<file path="config.mk">
export PLATFORM = sky130hd
export DESIGN_NAME = uart_tx_ctrl
export DESIGN_NICKNAME = d
export VERILOG_FILES = /design/src/rtl/uart_tx_ctrl.sv
export SDC_FILE = /design/constraint.sdc
export NUM_CORES = 1
export LEC_CHECK = 0
export CORE_MARGIN = 5
export CORE_UTILIZATION = 45
export DETAILED_ROUTE_END_ITERATION = 8
export DONT_BUFFER_PORTS = 1
export PLACE_DENSITY = 0.7
export REMOVE_ABC_BUFFERS = 1
export SYNTH_ARGS = -nofsm -noshare
export SYNTH_HDL_FRONTEND = slang
export SYNTH_SLANG_ARGS = --single-unit
</file>
<file path="constraint.sdc">
create_clock -name CLK -period 2.3 [get_ports CLK]
set_input_delay 0.46 -clock CLK [delete_from_list [all_inputs] [get_ports CLK]]
set_output_delay 0.46 -clock CLK [all_outputs]
set_load 0.05 [all_outputs]
</file>
<file path="src/rtl/uart_tx_ctrl.sv">
// UART transmit controller: frames a parallel word as start, LSB-first data,
// optional parity and stop bits, one serial bit per clock.
module uart_tx_ctrl #(
  parameter int unsigned DATA_WIDTH = 8
) (
  input  logic                  CLK,
  input  logic                  RST,
  input  logic [DATA_WIDTH-1:0] P_DATA,
  input  logic                  Data_Valid,
  input  logic                  PAR_EN,
  input  logic                  par_bit,
  output logic                  TX_OUT,
  output logic                  Busy,
  output logic                  frame_done,
  output logic                  overrun
);

  localparam int unsigned IDX_W = (DATA_WIDTH > 1) ? $clog2(DATA_WIDTH) : 1;

  typedef enum logic [2:0] {
    IDLE   = 3'd0,
    START  = 3'd1,
    DATA   = 3'd2,
    PARITY = 3'd3,
    STOP   = 3'd4
  } state_e;

  state_e                state_q, state_d;
  logic [DATA_WIDTH-1:0] data_q, data_d;
  logic                  par_en_q, par_en_d;
  logic                  par_q, par_d;
  logic [IDX_W-1:0]      idx_q, idx_d;
  logic                  tx_q, tx_d;
  logic                  busy_q, busy_d;
  logic                  done_q, done_d;
  logic                  ovr_q, ovr_d;
  logic                  last_bit_c;

  assign last_bit_c = (idx_q == IDX_W'(DATA_WIDTH - 1));

  always_ff @(posedge CLK or negedge RST) begin
    if (!RST) state_q <= IDLE;
    else      state_q <= state_d;
  end

  always_comb begin
    state_d = state_q;
    case (state_q)
      IDLE:    if (Data_Valid) state_d = START;
      START:   state_d = DATA;
      DATA:    if (last_bit_c) state_d = par_en_q ? PARITY : STOP;
      PARITY:  state_d = STOP;
      STOP:    state_d = IDLE;
      default: state_d = IDLE;
    endcase
  end

  // Frame context is captured once and then frozen against input changes.
  always_comb begin
    data_d   = data_q;
    par_en_d = par_en_q;
    par_d    = par_q;
    idx_d    = idx_q;
    case (state_q)
      IDLE: begin
        if (Data_Valid) begin
          data_d   = P_DATA;
          par_en_d = PAR_EN;
        end
      end
      START: begin
        par_d = par_bit;
        idx_d = '0;
      end
      DATA:    if (!last_bit_c) idx_d = idx_q + IDX_W'(1);
      default: ;
    endcase
  end

  // Outputs are precomputed from the next state so the line is registered.
  always_comb begin
    tx_d   = 1'b1;
    busy_d = (state_d != IDLE);
    done_d = (state_q == STOP);
    ovr_d  = Data_Valid && (state_q != IDLE);
    case (state_d)
      START:   tx_d = 1'b0;
      DATA:    tx_d = data_q[idx_d];
      PARITY:  tx_d = par_q;
      default: tx_d = 1'b1;
    endcase
  end

  always_ff @(posedge CLK or negedge RST) begin
    if (!RST) begin
      data_q   <= '0;
      par_en_q <= 1'b0;
      par_q    <= 1'b0;
      idx_q    <= '0;
      tx_q     <= 1'b1;
      busy_q   <= 1'b0;
      done_q   <= 1'b0;
      ovr_q    <= 1'b0;
    end else begin
      data_q   <= data_d;
      par_en_q <= par_en_d;
      par_q    <= par_d;
      idx_q    <= idx_d;
      tx_q     <= tx_d;
      busy_q   <= busy_d;
      done_q   <= done_d;
      ovr_q    <= ovr_d;
    end
  end

  assign TX_OUT     = tx_q;
  assign Busy       = busy_q;
  assign frame_done = done_q;
  assign overrun    = ovr_q;

endmodule

</file>
==> flow_summary.yaml <==
synthesis:
  synth_area_um2: 1033
  synth_edf_count: 0
  synthMuxAreaShare: 0.1114
  synth_area_leader_cell: "dfrtp_1"
  yosys_warnings: 0
  ys.flop_type: "dfrtp_1"
  synthXorXnorAreaFrac: 0
  yosysTopAreaCellShare: 0.4600
  yosys.area_share.simple: 0.1562
  ys_top_cells_by_area: "dfrtp_1 46%, mux2_2 8.7%, nor2_1 4.0%"
  synth_seq_cells: 20
  synth_compound_area_frac: 0.1804
  synth_cells: 94
  synth_top_family_by_area: "compound AO/OA/AOI/OAI gates"
  seq_area_frac_synth: 0.4855
  synth_area_per_cell_um2: 10.99
  ys_types: 35
  synth-async-reset-ratio: 1.000
  synth-adder-area-share: 0.01211
sta:
  hold-worst-slack_ns: 0.2716
  slew_headroom: 0.4335
  fin_tns_setup_ns: 0
  fin_skew_ns: 0.006166
  worstMarginPinSlew_ns: 0.8469
  finalSetupViolations: 0
  fmax_ghz: 0.4734
  rsz0062_at_grt: "no"
  final.period_utilization: 0.9184
  hold_violations: 0
  finalCriticalPeriod_ns: 2.112
  finalMaxSlewViolations: 0
cts:
  clk_latency_ns: 0.31
  cts_made_buffers: 3
  clk_pin_slew_ns: 0.12
  cts_setup_buffers: 0
  htreeDepth: 1
  clockRootBuffer: "clkbuf_4"
  clock_path_buffers: 2
  cts.sinks: 20
  cts_tree: "yes"
worst_setup_path:
  path_class: "reg2reg"
  critPathMaxFanout: 7
  crit_required_ns: 2.52
  arrival_ns: 2.33
  critPathCaptureType: "flip-flop"
  startpoint_type: "flip-flop"
detailed_routing:
  route.detailed.drc: 0
  drt-vias-per-instance: 5.576
  post_drt_wl_per_cell_um: 15.92
  first_pass_iters: 4
  final_antenna_net_count: 0
  drt_iter0_markers: 16
  vias: 697
  totalWireLength_um: 1990
pwr:
  p_per_area_nw_per_um2: 1587
  p_leak_nw: 0.4764
  power_switching_w: 0.0007254
  pwr-share-seq: 0.429
  clkPwrFrac: 0.161
  peakVddDrop_uv: 844.9
  comb_power_share: 0.410
  sw_frac_of_total: 0.4058
  power.internal_w: 0.001062
status:
  status: "finished clean"
layout:
  syn_to_final_growth_pct: 8.959
  n_antenna_cell: 0
  fin_nets: 112
  fillers: 204
  drive_gt1_frac: 0.2680
global_route:
  grt_overflow: 0
  grt_antenna_before_repair: 0
  grt_max_degree: 21
  grt_util_all_layers: 0.1353
  grt_pass1_vias: 759
  grt_pass1_wl_um: 3456
floorplanning:
  die_w_um: 57.93
  coreArea_um2: 2212
  rows: 17
  initial_utilization: 0.4672
  dieArea_um2: 3355
  pin_count: 17
  die_h_um: 57.93
placed_design:
  port_buffers: 0
  hpwl_um: 1460
  place.gp.congestion: 0.9175
worst_hold_path:
  min_path_type: "in2reg"
job:
  maxCapViolations: 0
-- kinds of logic (layout without fill, tap and decap cells) --
family,count (synthesis),count (layout)
and+or+nand+nor,32,32
adders and majority gates,1,1
AOI/OAI and AO/OA,22,22
muxes,10,10
DFF,20,20
buffers and inverters,9,12
-- registers in the layout, summed over array words and instances (netlist names) --
register / flops
data_q: 8
idx_q: 3
state_q: 3
Busy: 1
TX_OUT: 1
frame_done: 1
overrun: 1
par_en_q: 1
par_q: 1
-- layout make-up --
class / count / area [um^2] / area share
Sequential cell: 20 / 503.0 / 0.4467
Clock inverter: 1 / 30.03 / 0.02667
Inverter: 4 / 15.01 / 0.01333
Tap cell: 28 / 35.03 / 0.03111
Multi-Input combinational cell: 65 / 488.0 / 0.4333
Clock buffer: 3 / 22.52 / 0.02000
Timing Repair Buffer: 4 / 32.53 / 0.02889
-- placed cells by master, fill, tap and decap left out, types with 2 or more instances in the layout --
cell and instances:
buf_4 3, a21oi_1 4, mux2_2 8, nor2_1 11, inv_1 4, nor3_1 3
a31oi_1 2, clkbuf_4 3, dfrtp_1 18, nand2_1 6, nand2b_1 2, o21ai_0 4
nand3_1 4
-- critical path, stage by stage, from the launching register on --
cell       delay, ns
dfrtp_2         0.45
ha_4            0.19
a21oi_1         0.08
and4bb_1        0.23
a211o_4         0.34
mux2_4          0.32
a2111oi_4       0.35
a211oi_2        0.06
-- power groups by stage --
| stage | combinational, W | sequential, W | clock (W) |
|---|---|---|---|
| 5_1_grt | 0.000814 | 0.000792 | 0.000311 |
| 3_5_place_dp | 0.000717 | 0.000764 | 0 |
| 3_3_place_gp | 0.000687 | 0.000756 | 0 |
| 4_1_cts | 0.000730 | 0.000757 | 0.000295 |
| 6_report | 0.000733 | 0.000767 | 0.000287 |
| 2_1_floorplan | 0.000558 | 0.000740 | 0 |
-- routing by layer --
layer	track usage	part of all wire
met5	0	0
met4	0.06291	0.019
met2	0.2210	0.48
met3	0.04454	0.042
met1	0.1606	0.46
-- worst paths after layout --
| path | endpoint | slack [ns] | from | cells after the start |
|---|---|---|---|---|
| worst min register to register | data_q[5] | 0.53 | data_q[5] | 1 |
| max in group asynchronous | idx_q[0] | 1.04 | RST | 1 |
| min in group asynchronous | data_q[7] | 0.69 | RST | 1 |
| worst max register to register | TX_OUT | 0.19 | idx_q[0] | 7 |
| worst min-delay path | data_q[3] | 0.27 | P_DATA[3] | 2 |
| worst max-delay path | TX_OUT | 0.19 | idx_q[0] | 7 |
-- metrics by stage --
stage	area (um^2)	setup slack, ns	power, W	util	std cells
final	1126	0.1876	0.001788	0.5091	125
after global routing	1126	0.06002	0.001918	0.5091	125
after CTS	1112	0.01577	0.001782	0.5028	125
after detailed placement	1050	0.04465	0.001482	0.4745	120
after global placement	1050	0.1331	0.001442	0.4745	120
after floorplan	992.2	0.2025	0.001298	-	89
-- Yosys cell counts, drive strengths merged (2+ instances only) --
| master | number |
|---|---|
| nand2 | 6 |
| nand2b | 2 |
| inv | 4 |
| nor3 | 3 |
| nand3 | 4 |
| buf | 3 |
| a31oi | 2 |
| clkbuf | 2 |
| dfrtp | 19 |
| mux2 | 9 |
| a2111oi | 2 |
| a21boi | 2 |
| a21oi | 4 |
| o21ai | 6 |
| nor2 | 11 |
-- repair_timing --
action                                  CTS  global route
gates resized for setup                   0             3
endpoints found under the hold margin    20             0
endpoints found under the setup margin    0             1
hold buffers                              1             0
(Power assumes the default switching activity.)
